<file path="config.mk">
export PLATFORM = sky130hd
export DESIGN_NAME = ga_phase_sequencer
export DESIGN_NICKNAME = d
export VERILOG_FILES = /design/src/rtl/ga_pkg.sv /design/src/rtl/ga_phase_watchdog.sv /design/src/rtl/ga_phase_sequencer.sv
export SDC_FILE = /design/constraint.sdc
export NUM_CORES = 1
export LEC_CHECK = 0
export BUFFER_PORTS_ARGS = -buffer_cell sky130_fd_sc_hd__buf_4
export CAP_MARGIN = 0
export CORE_ASPECT_RATIO = 1.2
export CORE_UTILIZATION = 50
export DETAILED_ROUTE_END_ITERATION = 10
export PLACE_DENSITY = 0.84
export SLEW_MARGIN = 10
export SYNTH_ARGS = -nofsm -noshare
export SYNTH_HDL_FRONTEND = slang
export SYNTH_HIERARCHICAL = 1
export SYNTH_SLANG_ARGS = --single-unit
</file>
<file path="constraint.sdc">
create_clock -name clk -period 2.8 [get_ports clk]
set_clock_uncertainty 0.05 [all_clocks]
set_input_delay 0.56 -clock clk [delete_from_list [all_inputs] [get_ports clk]]
set_output_delay 0.56 -clock clk [all_outputs]
set_load 0.1 [all_outputs]
</file>
<file path="src/rtl/ga_pkg.sv">
// Shared state encoding and population-source codes for the GA phase sequencer.
package ga_pkg;

    typedef enum logic [3:0] {
        S_IDLE      = 4'd0,
        S_INIT_GO   = 4'd1,
        S_INIT_WAIT = 4'd2,
        S_SEL_GO    = 4'd3,
        S_SEL_WAIT  = 4'd4,
        S_MUT_GO    = 4'd5,
        S_MUT_WAIT  = 4'd6,
        S_CHECK     = 4'd7,
        S_DONE      = 4'd8
    } ga_state_t;

    localparam logic POP_SRC_INIT = 1'b0;
    localparam logic POP_SRC_MUT  = 1'b1;

endpackage

</file>
<file path="src/rtl/ga_phase_watchdog.sv">
// Per-phase cycle watchdog: cleared on each phase launch, counts while waiting for the phase to finish.
module ga_phase_watchdog #(
    parameter logic [31:0] TMO_CYCLES = 32'd1000000
) (
    input  logic clk,
    input  logic rst_n,
    input  logic clear,
    input  logic count_en,
    output logic expired
);

    logic [31:0] cnt;

    always_ff @(posedge clk) begin
        if (!rst_n)
            cnt <= '0;
        else if (clear)
            cnt <= '0;
        else if (count_en && cnt != '1)
            cnt <= cnt + 32'd1;
    end

    // Fires on the wait cycle that would be the TMO_CYCLES-th one.
    assign expired = count_en && (({1'b0, cnt} + 33'd1) >= {1'b0, TMO_CYCLES});

endmodule

</file>
<file path="src/rtl/ga_phase_sequencer.sv">
// Phase controller for the GA brew-run engine: init -> (select -> mutate -> check)* -> done.
// Optional per-phase watchdog enabled by defining GA_PHASE_TIMEOUT_EN.
module ga_phase_sequencer
    import ga_pkg::*;
#(
    parameter int                GEN_W      = 16,
    parameter logic [GEN_W-1:0]  MAX_GEN    = GEN_W'(100),
    parameter logic [31:0]       TMO_CYCLES = 32'd1000000
) (
    input  logic             clk,
    input  logic             rst_n,
    input  logic             start,
    input  logic             abort,
    input  logic             init_done,
    input  logic             sel_done,
    input  logic             mut_done,
    input  logic             fitness_hit,
    output logic             init_start,
    output logic             sel_start,
    output logic             mut_start,
    output logic             pop_sel,
    output logic [GEN_W-1:0] gen_count,
    output logic             busy,
    output logic             done,
    output logic             timeout_err
);

    ga_state_t        state, state_nxt;
    logic [GEN_W-1:0] gen_inc, max_eff;
    logic             wd_expired;

    assign max_eff = (MAX_GEN == '0) ? GEN_W'(1) : MAX_GEN;
    assign gen_inc = (&gen_count) ? gen_count : gen_count + GEN_W'(1);

    always_comb begin
        state_nxt = state;
        case (state)
            S_IDLE, S_DONE: if (start)       state_nxt = S_INIT_GO;
            S_INIT_GO:                       state_nxt = S_INIT_WAIT;
            S_INIT_WAIT:    if (init_done)   state_nxt = S_SEL_GO;
            S_SEL_GO:                        state_nxt = S_SEL_WAIT;
            S_SEL_WAIT:     if (sel_done)    state_nxt = S_MUT_GO;
            S_MUT_GO:                        state_nxt = S_MUT_WAIT;
            S_MUT_WAIT:     if (mut_done)    state_nxt = S_CHECK;
            S_CHECK:        state_nxt = (fitness_hit || gen_inc >= max_eff) ? S_DONE : S_SEL_GO;
            default:                         state_nxt = S_IDLE;
        endcase
        // Abort and watchdog expiry override every other transition.
        if ((abort && state != S_IDLE) || wd_expired)
            state_nxt = S_IDLE;
    end

    // Outputs are registered from the state being entered, so strobes line up with *_GO.
    always_ff @(posedge clk) begin
        if (!rst_n) begin
            state      <= S_IDLE;
            init_start <= 1'b0;
            sel_start  <= 1'b0;
            mut_start  <= 1'b0;
            pop_sel    <= POP_SRC_INIT;
            gen_count  <= '0;
            busy       <= 1'b0;
            done       <= 1'b0;
        end else begin
            state      <= state_nxt;
            init_start <= (state_nxt == S_INIT_GO);
            sel_start  <= (state_nxt == S_SEL_GO);
            mut_start  <= (state_nxt == S_MUT_GO);
            busy       <= !(state_nxt inside {S_IDLE, S_DONE});
            done       <= (state_nxt == S_DONE);
            if (state_nxt == S_INIT_GO) begin
                gen_count <= '0;
                pop_sel   <= POP_SRC_INIT;
            end else if (state == S_CHECK && state_nxt != S_IDLE) begin
                gen_count <= gen_inc;
                pop_sel   <= POP_SRC_MUT;
            end
        end
    end

`ifdef GA_PHASE_TIMEOUT_EN
    ga_phase_watchdog #(.TMO_CYCLES(TMO_CYCLES)) u_watchdog (
        .clk      (clk),
        .rst_n    (rst_n),
        .clear    (state inside {S_INIT_GO, S_SEL_GO, S_MUT_GO}),
        .count_en (state inside {S_INIT_WAIT, S_SEL_WAIT, S_MUT_WAIT}),
        .expired  (wd_expired)
    );

    always_ff @(posedge clk) begin
        if (!rst_n)
            timeout_err <= 1'b0;
        else if (state_nxt == S_INIT_GO)
            timeout_err <= 1'b0;
        else if (wd_expired)
            timeout_err <= 1'b1;
    end
`else
    // Without the watchdog the limit is inert; WAIT states hold indefinitely.
    assign wd_expired  = 1'b0 && (TMO_CYCLES != 32'd0);
    assign timeout_err = 1'b0;
`endif

endmodule
</file>
# ---- Yosys cells after proc, flatten, opt, wreduce, memory -nomap -nowiden
# Index checks and enable logic that the tools add are counted.
dict set report word_totals {
  register_bits 26
  inputBits 8
  output_inout_bits 23
  elab_cells 43
}
dict set report op_classes {
  addsub 1
  n_lt_le_gt_ge 1
  n_eq_ne 12
  muxes 8
  bitwise 1
  n_reduce_logical 12
}
# cell n
set op_table {}
lappend op_table {{$pmux W4 S8} 1}
lappend op_table {{$mux W4} 6}
lappend op_table {{$eq A4 B3 Y1 const B} 5}
lappend op_table {{$add A16 B1 Y16 const B} 1}
lappend op_table {{$ge A16 B7 Y1 const B} 1}
lappend op_table {{$mux W16} 1}
lappend op_table {{$reduce_and A16 Y1} 1}
lappend op_table {{$eq A4 B2 Y1 const B} 3}
lappend op_table {{$eq A4 B1 Y1 const B} 2}
lappend op_table {{$eq A4 B4 Y1 const B} 2}
lappend op_table {{$logic_not A4 Y1} 2}
lappend op_table {{$reduce_bool A4 Y1} 2}
lappend op_table {{$reduce_or A2 Y1} 2}
lappend op_table {{$logic_and A1 B1 Y1} 2}
lappend op_table {{$reduce_bool A2 Y1} 1}
lappend op_table {{$logic_not A1 Y1} 1}
lappend op_table {{$logic_or A1 B1 Y1} 1}
lappend op_table {{$not A1 Y1} 1}

# ---- Longest topological paths before layout
# Gate-level depths: netlist of the first run.
dict set report depth {
  depth_word 10
  ltp_mapped 10
  ltp_nobuf 8
}

# ---- Least setup slack after synthesis of the first run
# OpenSTA, ideal clock, no wires.
dict set report synth_timing {
  kind {register to register}
  start {register gen_count[0]}
  end {register sel_start}
  setup_ns 0.092
  arrival_time_ns 3.274
  required_ns 2.658
  setup_slack_ns -0.616
  path_stages_with_launch 10
  n_path_buf 1
  period_less_slack_ns 3.416
  cell_sequence {dfxtp_1 > ha_1 > nand3_2 > nor4_2 > mux2_2 > a2111oi_0 > and4_1 > buf_6 > a41oi_2 > nor4_1}
}
dict set report synth_between {
  elab_chain_len 8
  word_cells_on_any_way 9
  classes_between {1 x add/sub; 1 x order compare; 1 x eq/ne; 4 x mux; 2 x reduce/logical}
}
# element line_no
set synth_rtl {}
lappend synth_rtl {{start, declared} ga_phase_sequencer.sv:22} ;# output logic [GEN_W-1:0] gen_count,
lappend synth_rtl {{start signal, assigned} ga_phase_sequencer.sv:75} ;# gen_count <= gen_inc;
lappend synth_rtl {{$add A16 B1 Y16 or $reduce_and A16 Y1 (tied branches)} ga_phase_sequencer.sv:33} ;# assign gen_inc = (&gen_count) ? gen_count : gen_count + GEN_W'(1);
lappend synth_rtl {{$mux W16 (*)} ga_phase_sequencer.sv:33}
lappend synth_rtl {{$ge A16 B7 Y1 (*)} ga_phase_sequencer.sv:45} ;# S_CHECK: state_nxt = (fitness_hit || gen_inc >= max_eff) ? S_DONE : S_SEL_GO;
lappend synth_rtl {{$logic_or A1 B1 Y1 (*)} ga_phase_sequencer.sv:45}
lappend synth_rtl {{$mux W4 (*)} ga_phase_sequencer.sv:45}
lappend synth_rtl {{$pmux W4 S8 (*)} ga_phase_sequencer.sv:37} ;# case (state)
lappend synth_rtl {{$mux W4 (*)} ga_phase_sequencer.sv:49} ;# if ((abort && state != S_IDLE) || wd_expired)
lappend synth_rtl {{$eq A4 B2 Y1 (*)} ga_phase_sequencer.sv:67} ;# sel_start <= (state_nxt == S_SEL_GO);
lappend synth_rtl {{end signal, assigned} ga_phase_sequencer.sv:67}
lappend synth_rtl {{end, declared} ga_phase_sequencer.sv:19} ;# output logic sel_start,
# Mark *: on every way between the ends. The rest lies on a longest branch, timed or not.
# A chain may end at the register's enable or synchronous reset.

# ---- Worst setup path after layout of the first run
# Ends and elaborated chain as after synthesis.

==> flow_metrics.env, run 1 <==
export IMPL_h_tree_depth=1
export IMPL_initial_core_util=0.529
export IMPL_clk_pin_slew_ns=0.15
export IMPL_dieArea_sq_um=3500
export IMPL_stdcell_count=256
export IMPL_crit_chain="ha_4 > nand3_2 > nor4_4 > mux2_2 > a2111oi_1 > and4_2 > a41oi_2 > nor4_1"
export IMPL_grtUsageMet1=0.311
export IMPL_grtUsageMet3=0.0235
export IMPL_grt_max_degree=18
export IMPL_first_global_vias=1274
export IMPL_worstSetupStartpointType="register"
export IMPL_ys_ff_latch=26
export IMPL_regToRegSetupSlack_ns=0.13
export IMPL_drv_cap=0
export IMPL_synth_top_area_share=0.319
export IMPL_rows=22
export IMPL_grt_pass1_wl_um=5910
export IMPL_routedWlPerCell_um=14.5
export IMPL_area_growth_pct=20.1
export IMPL_post_dp_hpwl_um=2730
export IMPL_clock_sinks=26
export IMPL_synth_most_common_cell="dfxtp_1"
export IMPL_critPathCaptureType="register"
export IMPL_period_needed_ns=2.67
export IMPL_leakage_nw=0.724
export IMPL_cts_hold_buf=0
export IMPL_ios=31
export IMPL_grt_antenna_before_repair=0
export IMPL_r2r_cells=8
export IMPL_fmax_mhz=375
export IMPL_hp_class="in -> reg"
export IMPL_timing_critical_path_slowest_stage_cell="dfxtp_4"
export IMPL_placedCellCount=252
export IMPL_ir_drop_mv=0.216
export IMPL_power_density_nw_per_um2=344
export IMPL_dr_total_vias=1575
export IMPL_via_per_inst=6.15
export IMPL_yosys_most_used_dff="dfxtp_1"
export IMPL_gp_congestion=0.903
export IMPL_cp_num_buf_inv=0
export IMPL_die_height_um=64.6
export IMPL_drc=0
export IMPL_critPathMaxStageDelay_ns=0.41
export IMPL_cts_root_buf="clkbuf_4"
export IMPL_r2r_start="gen_count[0]$_SDFFE_PP0P_"
export IMPL_syn_cell_area_sq_um=1630
export IMPL_cp_max_fo=6
export IMPL_drive_gt1_frac=0.332
export IMPL_period_share=0.952
export IMPL_slew_viol_final=0
export IMPL_cts_tree="done"
export IMPL_port_buffers=29
export IMPL_cp_arrival_ns=2.86
export IMPL_setup_viol=0
export IMPL_whs_path_depth=3
export IMPL_crit_required_ns=2.99
export IMPL_setup_tns_ns=0
export IMPL_syn_inst=195
export IMPL_synth_async_sr_flop_share=0
export IMPL_grt_busiest_layer="met2"
export IMPL_postLayoutCellArea_sq_um=1960
export IMPL_die_w_um=54.1
export IMPL_grt_ovfl_total=0
export IMPL_dpl_cell_area_sq_um=1910
export IMPL_ant_nets=0
export IMPL_yosysWarnings=6
export IMPL_synth_area_leaders="dfxtp_1 32%, nor2_1 5.5%, nand2_1 3.9%"
export IMPL_outcome="finished, final reports clean"
export IMPL_cpLargestDelayFamily="simple AND/OR/NAND/NOR gates"
export IMPL_hold_start="rst_n"
export IMPL_nets=230
export IMPL_synth_top_area_cell="dfxtp_1"
export IMPL_routed_wl_um=3700
export IMPL_avgSynthCellArea_sq_um=8.37
export IMPL_hold_path_end="state[0]$_SDFF_PN0_"
export IMPL_grt_setup_unrepaired="no"
export IMPL_synth_common_cells="26 x dfxtp_1, 24 x nor2_1, 17 x nand2_1"
export IMPL_drtIter0Drc=46
export IMPL_cts_buffers=3
export IMPL_cts_buffer_depth=2
export IMPL_max_slew_margin=0.590
export IMPL_synth_fp_nets=204
export IMPL_use_met2=0.355
export IMPL_antenna_cells=0
export IMPL_worst_slew_pin_slew_ns=0.609
export IMPL_core_area_sq_um=3080
export IMPL_synth_cell_types=50
export IMPL_yosysSeqAreaShare=0.319
export IMPL_clk_latency_ns=0.32
export IMPL_worstReg2RegEnd="sel_start$_SDFF_PN0_"
export IMPL_synth_edff_count=0
export IMPL_grt_util_all_layers=0.226
export IMPL_detailedRoute_firstPassIterationCount=8
export IMPL_hold_violations=0
export IMPL_critical_path_class="reg -> reg"
metrics by stage:
stage                util  power, mW  hold WS, ns  worst slack, ns
finish              0.636      0.675        0.439            0.133
global route        0.636      0.706        0.446           0.0190
CTS                 0.635      0.681        0.432           0.0255
detailed placement  0.619      0.459        0.420           0.0789
global placement    0.619      0.459        0.404            0.161
floorplan               -      0.440        0.462         0.000657
cell type report:
type / count / area [sq um]
Clock buffer: 4 / 47.5
Timing Repair Buffer: 33 / 248
Multi-Input combinational cell: 154 / 1050
Inverter: 3 / 11.3
Sequential cell: 26 / 561
Tap cell: 36 / 45.0
Fill cell: 272 / 1120
sequential cells by signal (all words and copies together), names as in the netlist:
register,count
init_start,1
sel_start,1
gen_count,16
mut_start,1
state,4
done,1
pop_sel,1
busy,1
cell families after synthesis:
family / count (synthesis) / synth area share
and+or+nand+nor: 96 / 0.331
adders and majority gates: 1 / 0.00767
other: 1 / 0.00230
buffers and inverters: 15 / 0.0537
xor gates and xnor gates: 13 / 0.0698
AOI/OAI and AO/OA: 37 / 0.177
DFF: 26 / 0.319
muxes: 6 / 0.0399
cells in the final DEF, fill, tap and decap left out, types with 3 or more instances in the layout:
cell type	instances
a21oi_1	12
a311oi_1	3
and3_1	3
and4_1	3
buf_4	33
clkbuf_4	3
dfxtp_1	10
dfxtp_2	8
dfxtp_4	8
inv_1	3
mux2_2	4
nand2_1	17
nand2b_1	4
nand3_1	6
nand4_1	5
nor2_1	24
nor3_1	10
nor4_1	6
o21ai_0	3
xnor2_1	7
xor2_1	6
worst register-to-register path, cell delays in order, from the launching register on:
cell and delay, ns:
dfxtp_4 0.41, ha_4 0.16, nand3_2 0.11, nor4_4 0.32, mux2_2 0.37, a2111oi_1 0.33
and4_2 0.36, a41oi_2 0.17, nor4_1 0.30
what timing repair did:
item                                    CTS  global route
resized for setup                         0             2
setup buffers                             0             0
endpoints found under the hold margin     0             0
endpoints found under the setup margin    0             3
metal layers:
metal	vias to the layer above	part of all wire
met3	12	0.052
met2	66	0.48
met5	-	0
met4	0	0.021
li1	764	-
met1	733	0.45
worst max path at each step:
stage / startpoint / to / slack, ns / depth (start not counted)
6_report: gen_count[0]$_SDFFE_PP0P_ / sel_start$_SDFF_PN0_ / 0.13 / 8
5_1_grt: gen_count[0]$_SDFFE_PP0P_ / sel_start$_SDFF_PN0_ / 0.02 / 8
4_1_cts: gen_count[0]$_SDFFE_PP0P_ / sel_start$_SDFF_PN0_ / 0.03 / 8
3_5_place_dp: gen_count[0]$_SDFFE_PP0P_ / sel_start$_SDFF_PN0_ / 0.08 / 8
3_3_place_gp: gen_count[0]$_SDFFE_PP0P_ / sel_start$_SDFF_PN0_ / 0.16 / 8
2_1_floorplan: gen_count[2]$_SDFFE_PP0P_ / sel_start$_SDFF_PN0_ / 0.0007 / 8
power breakdown:
part | leakage (nW) | switching [mW] | internal (mW) | total, mW
combinational | 0.477 | 0.0559 | 0.0250 | 0.0809
clock | 0.0261 | 0.113 | 0.109 | 0.222
sequential | 0.221 | 0.00481 | 0.367 | 0.371
(Power assumes the default switching activity.)
==> inputs of run 2 (changes only) <==
==> constraint.sdc (replaced) <==
create_clock -name clk -period 2.7 [get_ports clk]
set_clock_uncertainty 0.05 [all_clocks]
set_input_delay 0.54 -clock clk [delete_from_list [all_inputs] [get_ports clk]]
set_output_delay 0.54 -clock clk [all_outputs]
set_load 0.1 [all_outputs]
==> run 2 against run 1 <==
Against the previous run: sequential share of layout area is 0.23 points higher; non-clock buffer count is 3 higher; final cell count is 1.2% higher; worst hold slack worse by 0.015 ns; sequential cell count stayed put; core utilization is 1.2 points higher; global-route usage is 1.4 points higher; first-iteration DRC count is 30% higher; power is 5.4% lower.
==> flow_metrics.env, run 2 (same netlist as run 1, synthesis figures left out) <==
export IMPL_clk_latency_ns=0.32
export IMPL_cts_buffers=3
export IMPL_initial_core_util=0.529
export IMPL_drc=0
export IMPL_worstReg2RegEnd="sel_start$_SDFF_PN0_"
export IMPL_drive_gt1_frac=0.345
export IMPL_slew_viol_final=0
export IMPL_hold_path_end="state[0]$_SDFF_PN0_"
export IMPL_drv_cap=0
export IMPL_critical_path_class="reg -> reg"
export IMPL_regToRegSetupSlack_ns=0.12
export IMPL_cp_arrival_ns=2.77
export IMPL_ir_drop_mv=0.392
export IMPL_dieArea_sq_um=3500
export IMPL_core_area_sq_um=3080
export IMPL_r2r_start="gen_count[0]$_SDFFE_PP0P_"
export IMPL_rows=22
export IMPL_cts_buffer_depth=2
export IMPL_power_density_nw_per_um2=320
export IMPL_antenna_cells=0
export IMPL_multi_input_comb_area_sq_um=1070
export IMPL_period_needed_ns=2.58
export IMPL_placedCellCount=255
export IMPL_grt_setup_unrepaired="no"
export IMPL_post_dp_hpwl_um=2840
export IMPL_hold_violations=0
export IMPL_fin_hold_ws_ns=0.424
export IMPL_largest_reg_flops=16
export IMPL_worst_slew_pin_slew_ns=0.757
export IMPL_hold_start="rst_n"
export IMPL_dr_total_vias=1559
export IMPL_ios=31
export IMPL_setup_tns_ns=0
export IMPL_grt_antenna_before_repair=0
export IMPL_first_global_vias=1390
export IMPL_r2r_cells=8
export IMPL_seqCellArea_sq_um=576
export IMPL_h_tree_depth=1
export IMPL_stdcell_count=259
export IMPL_gp_congestion=0.902
export IMPL_clk_pin_slew_ns=0.14
export IMPL_crit_required_ns=2.89
export IMPL_area_growth_pct=22.3
export IMPL_die_w_um=54.1
export IMPL_setup_viol=0
export IMPL_hp_class="in -> reg"
export IMPL_final_cell_mix="36 x buf_4, 24 x nor2_1, 17 x nand2_1, 14 x dfxtp_4, 12 x a21oi_1"
export IMPL_drtIter0Drc=60
export IMPL_ant_nets=0
export IMPL_critPathCaptureType="register"
export IMPL_routed_wl_um=3850
export IMPL_nets=233
export IMPL_die_height_um=64.6
export IMPL_via_per_inst=6.02
export IMPL_cts_root_buf="clkbuf_4"
export IMPL_port_buffers=29
export IMPL_grt_util_all_layers=0.241
export IMPL_routedWlPerCell_um=14.9
export IMPL_grt_pass1_wl_um=6350
export IMPL_detailedRoute_firstPassIterationCount=4
export IMPL_layout_commonest_cell="buf_4"
export IMPL_largestRegisters="gen_count x16, state x4"
export IMPL_period_share=0.957
export IMPL_fmax_mhz=387
export IMPL_whs_path_depth=3
export IMPL_finalPower_mw=0.638
export IMPL_cp_max_fo=6
export IMPL_clock_sinks=26
export IMPL_max_slew_margin=0.493
export IMPL_outcome="finished, final reports clean"
export IMPL_cts_tree="done"
export IMPL_worstSetupStartpointType="register"
export IMPL_leakage_nw=0.734
export IMPL_nFillCells=264
export IMPL_grt_max_degree=18
export IMPL_grt_ovfl_total=0
export IMPL_top_register="gen_count"
-- run 2: area by class of cell --
class | count | area share
Timing Repair Buffer | 36 | 0.135
Sequential cell | 26 | 0.288
Tap cell | 36 | 0.0226
Clock buffer | 4 | 0.0132
Inverter | 3 | 0.00564
Multi-Input combinational cell | 154 | 0.535
-- run 2: how the worst max path moves through the flow --
stage	startpoint	end	slack [ns]
detailed placement	gen_count[0]$_SDFFE_PP0P_	sel_start$_SDFF_PN0_	0.05
CTS	gen_count[0]$_SDFFE_PP0P_	sel_start$_SDFF_PN0_	0.02
floorplan	gen_count[4]$_SDFFE_PP0P_	sel_start$_SDFF_PN0_	0.01
global placement	gen_count[0]$_SDFFE_PP0P_	sel_start$_SDFF_PN0_	0.17
finish	gen_count[0]$_SDFFE_PP0P_	sel_start$_SDFF_PN0_	0.12
global route	gen_count[0]$_SDFFE_PP0P_	sel_start$_SDFF_PN0_	0.008
-- run 2: report_power, final --
group | internal, mW | switching, mW
sequential | 0.374 | 0.00407
clock | 0.0579 | 0.114
combinational | 0.0277 | 0.0598
-- run 2: metrics by stage --
step,instance area [sq um],setup slack (ns),utilization
floorplan,1720,0.0108,-
global placement,1950,0.174,0.631
detailed placement,1950,0.0489,0.631
CTS,1970,0.0215,0.640
global route,2000,0.00773,0.647
finish,2000,0.117,0.647
-- run 2: metal layers --
layer / vias up / share of wire / track usage / routed length (um)
li1: 774 / - / - / -
met1: 728 / 0.44 / 0.301 / 1690
met2: 46 / 0.51 / 0.399 / 1950
met3: 11 / 0.030 / 0.0352 / 116
met4: 0 / 0.025 / 0.0929 / 95
met5: - / 0 / 0 / 0
-- run 2: worst max-delay path, stage by stage (launching register included) --
cell and delay (ns):
dfxtp_4 0.41, ha_4 0.16, nand3_4 0.13, nor4_4 0.30, mux2_2 0.38, a2111oi_2 0.29
and4_4 0.32, a41oi_2 0.17, nor4_2 0.29
-- run 2: what timing repair did --
item,in CTS,in global routing
hold endpoints to repair,0,0
pin swaps,0,2
resized for setup,1,5
buffers inserted,0,0
setup endpoints to repair,1,3
hold buffers,0,0
==> inputs of run 3 (changes only) <==
--- a/config.mk
+++ b/config.mk
@@ -8,9 +8,10 @@
 export BUFFER_PORTS_ARGS = -buffer_cell sky130_fd_sc_hd__buf_4
 export CAP_MARGIN = 0
 export CORE_ASPECT_RATIO = 1.2
-export CORE_UTILIZATION = 50
+export CORE_UTILIZATION = 41
 export DETAILED_ROUTE_END_ITERATION = 10
-export PLACE_DENSITY = 0.84
+export HOLD_SLACK_MARGIN = 0.02
+export PLACE_DENSITY = 0.73
 export SLEW_MARGIN = 10
 export SYNTH_ARGS = -nofsm -noshare
 export SYNTH_HDL_FRONTEND = slang
==> constraint.sdc (replaced) <==
create_clock -name clk -period 3.2 [get_ports clk]
set_clock_uncertainty 0.05 [all_clocks]
set_input_delay 0.64 -clock clk [delete_from_list [all_inputs] [get_ports clk]]
set_output_delay 0.64 -clock clk [all_outputs]
set_load 0.1 [all_outputs]
==> run 3 against run 2 <==
Against the previous run: power fell by 3.9%; cell area down 2.9%; sequential power down 12%; via count decreased by 1.4%; final cell count increased by 5.0%; largest cell class unchanged; largest power group unchanged; fmax shrank 14%; sequential share of layout area shrank 1.3 points.
==> flow_metrics.env, run 3 (same netlist as run 1, synthesis figures left out) <==
export IMPL_outcome="finished, final reports clean"
export IMPL_grt_setup_unrepaired="no"
export IMPL_initial_core_util=0.438
export IMPL_port_buffers=29
export IMPL_rows=24
export IMPL_slew_viol_final=0
export IMPL_critPathCaptureType="register"
export IMPL_dpl_worst_slack_ns=0.214
export IMPL_core_area_sq_um=3720
export IMPL_routedWlPerCell_um=13.6
export IMPL_via_per_inst=5.65
export IMPL_cts_root_buf="clkbuf_8"
export IMPL_h_tree_depth=1
export IMPL_setup_viol=0
export IMPL_critPathMaxStageDelay_ns=0.45
export IMPL_top_register="gen_count"
export IMPL_placedCellCount=268
export IMPL_cts_buffer_depth=2
export IMPL_grt_max_degree=18
export IMPL_grt_util_all_layers=0.200
export IMPL_cp_max_fo=7
export IMPL_detailedRoute_firstPassIterationCount=5
export IMPL_period_share=0.939
export IMPL_timing_critical_path_slowest_stage_cell="a2111oi_0"
export IMPL_area_growth_pct=18.7
export IMPL_post_cts_buffers=0
export IMPL_intPower_mw=0.459
export IMPL_grt_pass1_wl_um=6670
export IMPL_cts_buffers=3
export IMPL_nets=230
export IMPL_dieArea_sq_um=4240
export IMPL_dr_total_vias=1537
export IMPL_power_density_nw_per_um2=316
export IMPL_setup_slack_ns=0.197
export IMPL_stdcell_count=272
export IMPL_routed_wl_um=3700
export IMPL_cts_tree="done"
export IMPL_cp_arrival_ns=3.13
export IMPL_fmax_mhz=333
export IMPL_period_needed_ns=3.00
export IMPL_ios=31
export IMPL_clk_pin_slew_ns=0.09
export IMPL_clock_sinks=26
export IMPL_hold_violations=0
export IMPL_ant_nets=0
export IMPL_ir_drop_mv=0.190
export IMPL_layout_commonest_cell="buf_4"
export IMPL_p_comb_frac=0.115
export IMPL_die_w_um=59.6
export IMPL_p_sw_mw=0.154
export IMPL_die_height_um=71.1
export IMPL_grt_ovfl_total=0
export IMPL_largestRegisters="gen_count x16, state x4"
export IMPL_crit_required_ns=3.33
export IMPL_post_dp_hpwl_um=2740
export IMPL_crit_chain="ha_1 > nand3_2 > nor4_2 > mux2_2 > a2111oi_0 > and4_2 > a41oi_2 > nor4_1"
export IMPL_clk_latency_ns=0.27
export IMPL_worstSetupStartpointType="register"
export IMPL_max_slew_margin=0.603
export IMPL_clock_power_share=0.345
export IMPL_seq_power_share=0.540
export IMPL_swShare=0.251
export IMPL_gp_congestion=0.947
export IMPL_drc=0
export IMPL_drive_gt1_frac=0.300
export IMPL_cpLargestDelayFamily="simple AND/OR/NAND/NOR gates"
export IMPL_drtIter0Drc=59
export IMPL_worst_slew_pin_slew_ns=0.590
export IMPL_grt_antenna_before_repair=0
export IMPL_largest_reg_flops=16
export IMPL_critical_path_class="reg -> reg"
export IMPL_finalPower_mw=0.613
export IMPL_first_global_vias=1486
export IMPL_cp_num_buf_inv=0
export IMPL_antenna_cells=0
export IMPL_final_cell_mix="33 x buf_4, 24 x nor2_1, 17 x nand2_1, 16 x dfxtp_1, 12 x a21oi_1"
export IMPL_drv_cap=0
export IMPL_setup_tns_ns=0
export IMPL_leakage_nw=0.707
export IMPL_hp_class="reg -> reg"
run 3: changes by cell type in the layout (fill, tap and decap cells not counted), moves of 3 or more:
cell / delta
buf_4: -3
clkbuf_4: -3
dfxtp_4: -14
clkbuf_8: +4
dfxtp_2: +8
dfxtp_1: +6
run 3: per-stage QoR:
stage               instance area [sq um]  hold slack (ns)  utilization
global placement                     1880            0.409        0.505
global route                         1940            0.459        0.520
CTS                                  1940            0.446        0.520
finish                               1940            0.439        0.520
floorplan                            1640            0.462            -
detailed placement                   1880            0.422        0.505
run 3: final timing paths:
check / endpoint / cells after the start / slack (ns) / from
hold / removal: pop_sel$_SDFFE_PP0P_ / 2 / 0.44 / pop_sel$_SDFFE_PP0P_
setup / recovery: sel_start$_SDFF_PN0_ / 8 / 0.20 / gen_count[0]$_SDFFE_PP0P_
hold reg to reg: pop_sel$_SDFFE_PP0P_ / 2 / 0.44 / pop_sel$_SDFFE_PP0P_
setup reg to reg: sel_start$_SDFF_PN0_ / 8 / 0.20 / gen_count[0]$_SDFFE_PP0P_
run 3: worst reg2reg max path, delay by kind of cell, from the launching register on:
kind / cells / cell delay [ns]
adders and majority gates: 1 / 0.23
DFF: 1 / 0.38
muxes: 1 / 0.38
AOI/OAI and AO/OA: 2 / 0.63
and+or+nand+nor: 4 / 1.27
run 3: area by class of cell:
type                    count  area [sq um]
clock buffers               4          55.1
fillers                   370          1790
inverters                   3          11.3
multi-input cells         154          1020
flip-flops and latches     26           533
well taps                  52          65.1
repair buffers             33           248
run 3: timing repair:
item / in CTS / in global routing
resized for setup: 0 / 1
hold buffers: 0 / 0
endpoints found under the setup margin: 0 / 1
run 3: routing by layer:
layer | track usage | share of wire | vias to the layer above
li1 | - | - | 762
met1 | 0.269 | 0.44 | 727
met2 | 0.317 | 0.51 | 42
met3 | 0.0201 | 0.039 | 6
met4 | 0.0904 | 0.013 | 0
met5 | 0 | 0 | -
run 3: power by group through the flow:
stage / Clock (mW) / Combinational, mW / Sequential (mW)
global placement: 0 / 0.0698 / 0.339
global route: 0.234 / 0.0767 / 0.332
finish: 0.211 / 0.0702 / 0.331
CTS: 0.220 / 0.0702 / 0.331
floorplan: 0 / 0.0373 / 0.354
detailed placement: 0 / 0.0702 / 0.339
